### src/rtl/systolic_ctrl.sv
// systolic_ctrl: sequencer for a SIZE x SIZE weight-stationary systolic array.
// One tile job runs weight preload, skewed activation streaming, pipeline
// drain and a single-cycle done pulse.
//
// Handshakes: a beat transfers on a cycle where valid & ready are both high
// at the rising clock edge; ready never depends on valid, and valid may be
// raised or dropped freely by the source between transfers.
module systolic_ctrl #(
    parameter int SIZE   = 16,
    parameter int PE_LAT = 1,
    parameter int KW     = 8
) (
    input  logic                clk,
    input  logic                rst,
    input  logic                start,
    input  logic [KW-1:0]       cfg_k,
    output logic                busy,
    output logic                done,
    input  logic                w_valid,
    output logic                w_ready,
    input  logic [8*SIZE-1:0]   w_data,
    output logic                pre_en,
    output logic [8*SIZE-1:0]   pre_data,
    input  logic                a_valid,
    output logic                a_ready,
    input  logic [8*SIZE-1:0]   a_data,
    output logic [8*SIZE-1:0]   row_in,
    output logic                res_valid
);

    // Latency from an activation fire to its result on the bottom-row psums.
    localparam int D   = 2*SIZE - 1 + PE_LAT*(SIZE - 1);
    localparam int WCW = (SIZE > 1) ? $clog2(SIZE) : 1;
    localparam int DCW = $clog2(D + 1);
    localparam logic [WCW-1:0] W_LAST = WCW'(SIZE - 1);
    localparam logic [DCW-1:0] D_LAST = DCW'(D - 1);

    typedef enum logic [2:0] {
        S_IDLE,
        S_LOAD_W,
        S_STREAM,
        S_DRAIN,
        S_DONE
    } state_t;

    state_t           state_q, state_d;
    logic [KW-1:0]    k_q, k_d;
    logic [WCW-1:0]   w_cnt_q, w_cnt_d;
    logic [KW-1:0]    a_cnt_q, a_cnt_d;
    logic [DCW-1:0]   d_cnt_q, d_cnt_d;
    logic [D-1:0]     vld_q, vld_d;

    logic             a_fire;
    logic [8*SIZE-1:0] a_in;

    // Next-state, counters and handshake outputs of the job sequencer.
    always_comb begin
        state_d = state_q;
        k_d     = k_q;
        w_cnt_d = w_cnt_q;
        a_cnt_d = a_cnt_q;
        d_cnt_d = '0;
        busy    = 1'b1;
        done    = 1'b0;
        w_ready = 1'b0;
        a_ready = 1'b0;
        case (state_q)
            S_IDLE: begin
                busy    = 1'b0;
                w_cnt_d = '0;
                a_cnt_d = '0;
                if (start) begin
                    k_d     = cfg_k;
                    state_d = S_LOAD_W;
                end
            end
            S_LOAD_W: begin
                w_ready = 1'b1;
                if (w_valid) begin
                    if (w_cnt_q == W_LAST) begin
                        w_cnt_d = '0;
                        state_d = (k_q == '0) ? S_DRAIN : S_STREAM;
                    end else begin
                        w_cnt_d = w_cnt_q + 1'b1;
                    end
                end
            end
            S_STREAM: begin
                // k_q is at least 1 here, so k_q - 1 cannot wrap.
                a_ready = 1'b1;
                if (a_valid) begin
                    a_cnt_d = a_cnt_q + 1'b1;
                    if (a_cnt_q == k_q - 1'b1) begin
                        state_d = S_DRAIN;
                    end
                end
            end
            S_DRAIN: begin
                // Entry cycle is count 0; leave after D cycles so the last
                // result strobe lands in the final DRAIN cycle.
                if (d_cnt_q == D_LAST) begin
                    state_d = S_DONE;
                end else begin
                    d_cnt_d = d_cnt_q + 1'b1;
                end
            end
            S_DONE: begin
                done    = 1'b1;
                state_d = S_IDLE;
            end
            default: begin
                state_d = S_IDLE;
            end
        endcase
    end

    // Preload path: weight row passes straight to the array on each fire.
    always_comb begin
        pre_en   = (state_q == S_LOAD_W) && w_valid;
        pre_data = pre_en ? w_data : '0;
    end

    // Vector entering the skew line: accepted activations, zeros otherwise.
    always_comb begin
        a_fire = (state_q == S_STREAM) && a_valid;
        a_in   = a_fire ? a_data : '0;
        vld_d  = {vld_q[D-2:0], a_fire};
    end

    assign res_valid  = vld_q[D-1];
    assign row_in[7:0] = a_in[7:0];

    // Triangular skew: row r sees the entered vector r cycles late.
    for (genvar r = 1; r < SIZE; r++) begin : g_skew
        logic [7:0] skew_q [r];
        logic [7:0] skew_d [r];

        // Shift this row's delay chain by one stage.
        always_comb begin
            skew_d[0] = a_in[8*r +: 8];
            for (int j = 1; j < r; j++) begin
                skew_d[j] = skew_q[j-1];
            end
        end

        // Delay chain registers, cleared on reset.
        always_ff @(posedge clk) begin
            if (rst) begin
                for (int j = 0; j < r; j++) begin
                    skew_q[j] <= '0;
                end
            end else begin
                skew_q <= skew_d;
            end
        end

        assign row_in[8*r +: 8] = skew_q[r-1];
    end

    // State, counters and valid delay line registers.
    always_ff @(posedge clk) begin
        if (rst) begin
            state_q <= S_IDLE;
            k_q     <= '0;
            w_cnt_q <= '0;
            a_cnt_q <= '0;
            d_cnt_q <= '0;
            vld_q   <= '0;
        end else begin
            state_q <= state_d;
            k_q     <= k_d;
            w_cnt_q <= w_cnt_d;
            a_cnt_q <= a_cnt_d;
            d_cnt_q <= d_cnt_d;
            vld_q   <= vld_d;
        end
    end

endmodule

### config.mk
export PLATFORM = sky130hd
export DESIGN_NAME = systolic_ctrl
export DESIGN_NICKNAME = d
export VERILOG_FILES = /design/src/rtl/systolic_ctrl.sv
export SDC_FILE = /design/constraint.sdc
export NUM_CORES = 1
export LEC_CHECK = 0
export CAP_MARGIN = 20
export CORE_MARGIN = 5
export CORE_UTILIZATION = 55
export DETAILED_ROUTE_END_ITERATION = 6
export GPL_TIMING_DRIVEN = 0
export MAX_ROUTING_LAYER = met4
export PLACE_DENSITY_LB_ADDON = 0.05
export SLEW_MARGIN = 10
export SYNTH_ARGS = -nofsm -noshare
export SYNTH_HDL_FRONTEND = slang
export SYNTH_SLANG_ARGS = --single-unit
### constraint.sdc
create_clock -name clk -period 3 [get_ports clk]
set_input_delay 0.45 -clock clk [delete_from_list [all_inputs] [get_ports clk]]
set_output_delay 0.45 -clock clk [all_outputs]
set_load 0.01 [all_outputs]
==> flow_summary_export.csv <==
group,metric,value,unit
worst_setup_path,worstPathRequired,2.55,ns
min_path,hold_depth,2,
synthesis,synthArstFlopShare,0,%
placement,dp_hpwl,39480,um
worst_setup_path,path_max_fanout,10,
grt,grt_pass1_wl,86620,um
power_and_ir_drop,p_int,22.44,mW
synthesis,synthDistinctLibCells,45,
placement,io_buffer_count,530,
cts,cts_root_buffer,"clkbuf_16",
power_and_ir_drop,p_seq_share,49.4,%
layout,finish.utilization,73.74,%
worst_setup_path,arrival,2.44,ns
synthesis,yosysSeqAreaShare,70.65,%
grt,grt.total_usage,19.06,%
route,dr.pass1.iters,4,
die,io_pins,531,
die,rows,84,
synthesis,syn_inst,2460,
timing,worst_slew_pin_slew,1.002,ns
min_path,hold_path.class,"in2reg",
die,start_util,55.70,%
placement,placed_cells_incl_taps,3678,
route,ant_nets,0,
die,die_h,240.9,um
cts,cts_hold_buf,0,
grt,grt_max_degree,16,
synthesis,ys_warn_count,0,
cts,h-tree-depth,3,
grt,grt_antenna_before_repair,6,
worst_setup_path,r2r_slack,0.63,ns
min_path,min-delay-start,"a_data[65]",
synthesis,netlist.area_leader.share,70.65,%
power_and_ir_drop,netSwitchingPower,6.025,mW
timing,rsz0062_at_grt,"false",
power_and_ir_drop,pwr_density_cell,733.0,nW/um2
layout,fin_nets,3361,
die,die_w,240.9,um
min_path,holdPathEnd,"g_skew[8].skew_d[49]$_SDFF_PP0_",
cts,tritoncts.num_buffers,94,
worst_setup_path,regToRegEndpoint,"g_skew[3].skew_d[13]$_SDFF_PP0_",
route,drtIter0Drc,535,
route,avgRoutedWirePerCell,14.40,um
cts,cts.path.max_buffers,3,
worst_setup_path,worstSetupStartpointType,"flip-flop",
power_and_ir_drop,pwr-share-comb,7.9,%
power_and_ir_drop,p_leak,16.11,nW
run,max-cap-violations,0,
layout,syn_to_final_growth,32.39,%
timing,post-route-period-util,96.29,%
timing,finalSetupViolations,0,
grt,grt_overflow,0,
route,via_per_inst,4.389,
route,wl,55500,um
worst_setup_path,path_class,"reg2out",
cts,clk_latency,0.62,ns
route,vias,16919,
cts,cts_tree,"done",
placement,routabilityCongestion,0.7986,
timing,skew,0.01246,ns
power_and_ir_drop,power.total,28.46,mW
power_and_ir_drop,clockPowerShare,42.7,%
synthesis,ys_ff_latch,1035,
cts,clock_sinks,1035,
timing,fmax,0.3462,GHz
synthesis,synth_ff_type,"dfxtp_1",
synthesis,synth-edff-count,0,
worst_setup_path,r2r-start,"state_q[2]$_SDFFE_PP0P_",
synthesis,syn_area_per_cell,11.92,um2
die,dieArea,58040,um2
grt,grt_pass1_vias,17120,
timing,fin_crit,2.889,ns
synthesis,synth_top_cell_by_area,"dfxtp_1",
power_and_ir_drop,max-vdd-ir-drop,0.5421,mV
worst_setup_path,rr_worst_depth,6,
synthesis,synth_area_leaders,"dfxtp_1 (71%), nor2b_1 (19%), and2_1 (5.5%), clkbuf_1 (1.7%), xor2_1 (0.39%)",
power_and_ir_drop,p_sw_share,21.17,%
worst_setup_path,end_kind,"output port",
synthesis,syn_nets,2734,
route,route.detailed.drc,0,
die,core,52660,um2
outcome,status,"completed",
layout,fin_cells,3855,
timing,hold_slack,0.3852,ns
layout,drive_above_1_share,5.821,%
synthesis,syn_area,29330,um2
timing,hold_violations,0,
timing,final_max_slew_viol_count,0,
cts,cts.clk_slew.worst_paths,0.06,ns
timing,relSlewSlack,33.19,%
layout,fill_cells,3630,
layout make-up:
type / instances / area, um2 / share of cell area (%)
antenna: 6 / 15.01 / 0.03867
buffer: 133 / 580.6 / 1.495
clock buffer: 138 / 2823 / 7.270
clock inverter: 32 / 441.7 / 1.138
inverter: 4 / 15.01 / 0.03867
multi-input combinational: 1287 / 8102 / 20.87
sequential: 1035 / 20720 / 53.37
tap: 688 / 860.8 / 2.217
timing repair buffer: 532 / 5268 / 13.57
layout by cell type, fill, tap and decap left out, drive strengths merged, types with 2 or more instances in the layout:
cell type,n
inv,7
or2,2
xnor2,7
dfxtp,1035
xor2,13
nor2,18
nor2b,889
nor3,3
o211ai,2
clkinv,15
clkinvlp,5
and2,259
a21oi,16
clkbuf,266
mux2i,2
and3,2
bufinv,9
o31ai,2
ha,5
nand2,24
diode,6
clkdlybuf4s50,406
a2111oi,2
or3,2
buf,7
dlygate4sd2,100
a211oi,3
nand4,3
dlymetal6s2s,24
nor3b,5
nand3,12
sequential cells by signal (all words and copies together), names as in the netlist:
signal	count
row_in	112
d_cnt_q	6
g_skew.skew_q	8
a_cnt_q	8
w_cnt_q	4
g_skew.skew_d	840
vld_q	46
k_q	8
state_q	3
power by group through the flow:
stage	logic (mW)	registers, mW	clock network (mW)
6_report	2.25	14.1	12.2
3_3_place_gp	2.27	14.3	0
3_5_place_dp	2.32	14.4	0
2_1_floorplan	1.10	14.3	0
5_1_grt	2.47	14.1	13.1
4_1_cts	2.28	14.0	12.4
per-stage QoR:
step                      area, um2  setup TNS, ns  setup WS (ns)
after floorplan               29330              0          1.105
after global placement        35490         -62.22        -0.6379
after detailed placement      35490         -68.75        -0.7367
after CTS                     38740      -0.001790      -0.001790
after global routing          38830              0        0.01008
final                         38830              0         0.1114
cell families after synthesis:
| kind of cell | synth area share, % |
|---|---|
| AOI/OAI and AO/OA | 0.8021 |
| buffers and inverters | 1.792 |
| and+or+nand+nor | 25.84 |
| muxes | 0.1067 |
| xor gates and xnor gates | 0.5973 |
| adders and majority gates | 0.2133 |
| DFF | 70.65 |
critical path, cell delays in order (launching register included):
cell	delay [ns]
dfxtp_1	0.31
buf_2	0.17
and4bb_4	0.34
buf_4	0.16
clkbuf_4	0.18
and2_1	0.13
clkdlybuf4s50_1	0.53
synth_stat cells (3+ instances only):
cell / instances
dfxtp_1: 1035
nor2b_1: 889
and2_1: 259
clkbuf_1: 130
nand2_1: 24
nor2_1: 18
a21oi_1: 16
xor2_1: 13
nand3_1: 12
xnor2_1: 7
ha_1: 5
inv_1: 4
nor3b_1: 4
buf_2: 3
nand4_1: 3
worst max path at each step:
stage,slack (ns),cells after the start,endpoint,startpoint
6_report,0.11,6,pre_data[8],state_q[1]$_SDFFE_PP0P_
5_1_grt,0.01,6,pre_data[8],state_q[1]$_SDFFE_PP0P_
4_1_cts,-0.002,6,pre_data[126],state_q[2]$_SDFFE_PP0P_
3_5_place_dp,-0.74,6,pre_data[30],w_valid
3_3_place_gp,-0.64,6,pre_data[30],w_valid
2_1_floorplan,1.10,5,pre_data[100],state_q[0]$_SDFFE_PP0P_
metal layers:
metal / share of wire [%] / up-vias / track usage [%]
li1: - / 8715 / -
met1: 44 / 7774 / 23.81
met4: 2.6 / 0 / 5.779
met2: 49 / 312 / 30.60
met5: 0 / - / -
met3: 5.1 / 118 / 5.177
repair_timing:
item | 4_1_cts | 5_1_grt
gates resized for setup | 132 | 35
cloned | 0 | 0
buffers inserted | 2 | 0
pin swaps | 1 | 1
setup endpoints to repair | 137 | 36
No activity file was read; power rests on OpenSTA's default activity.
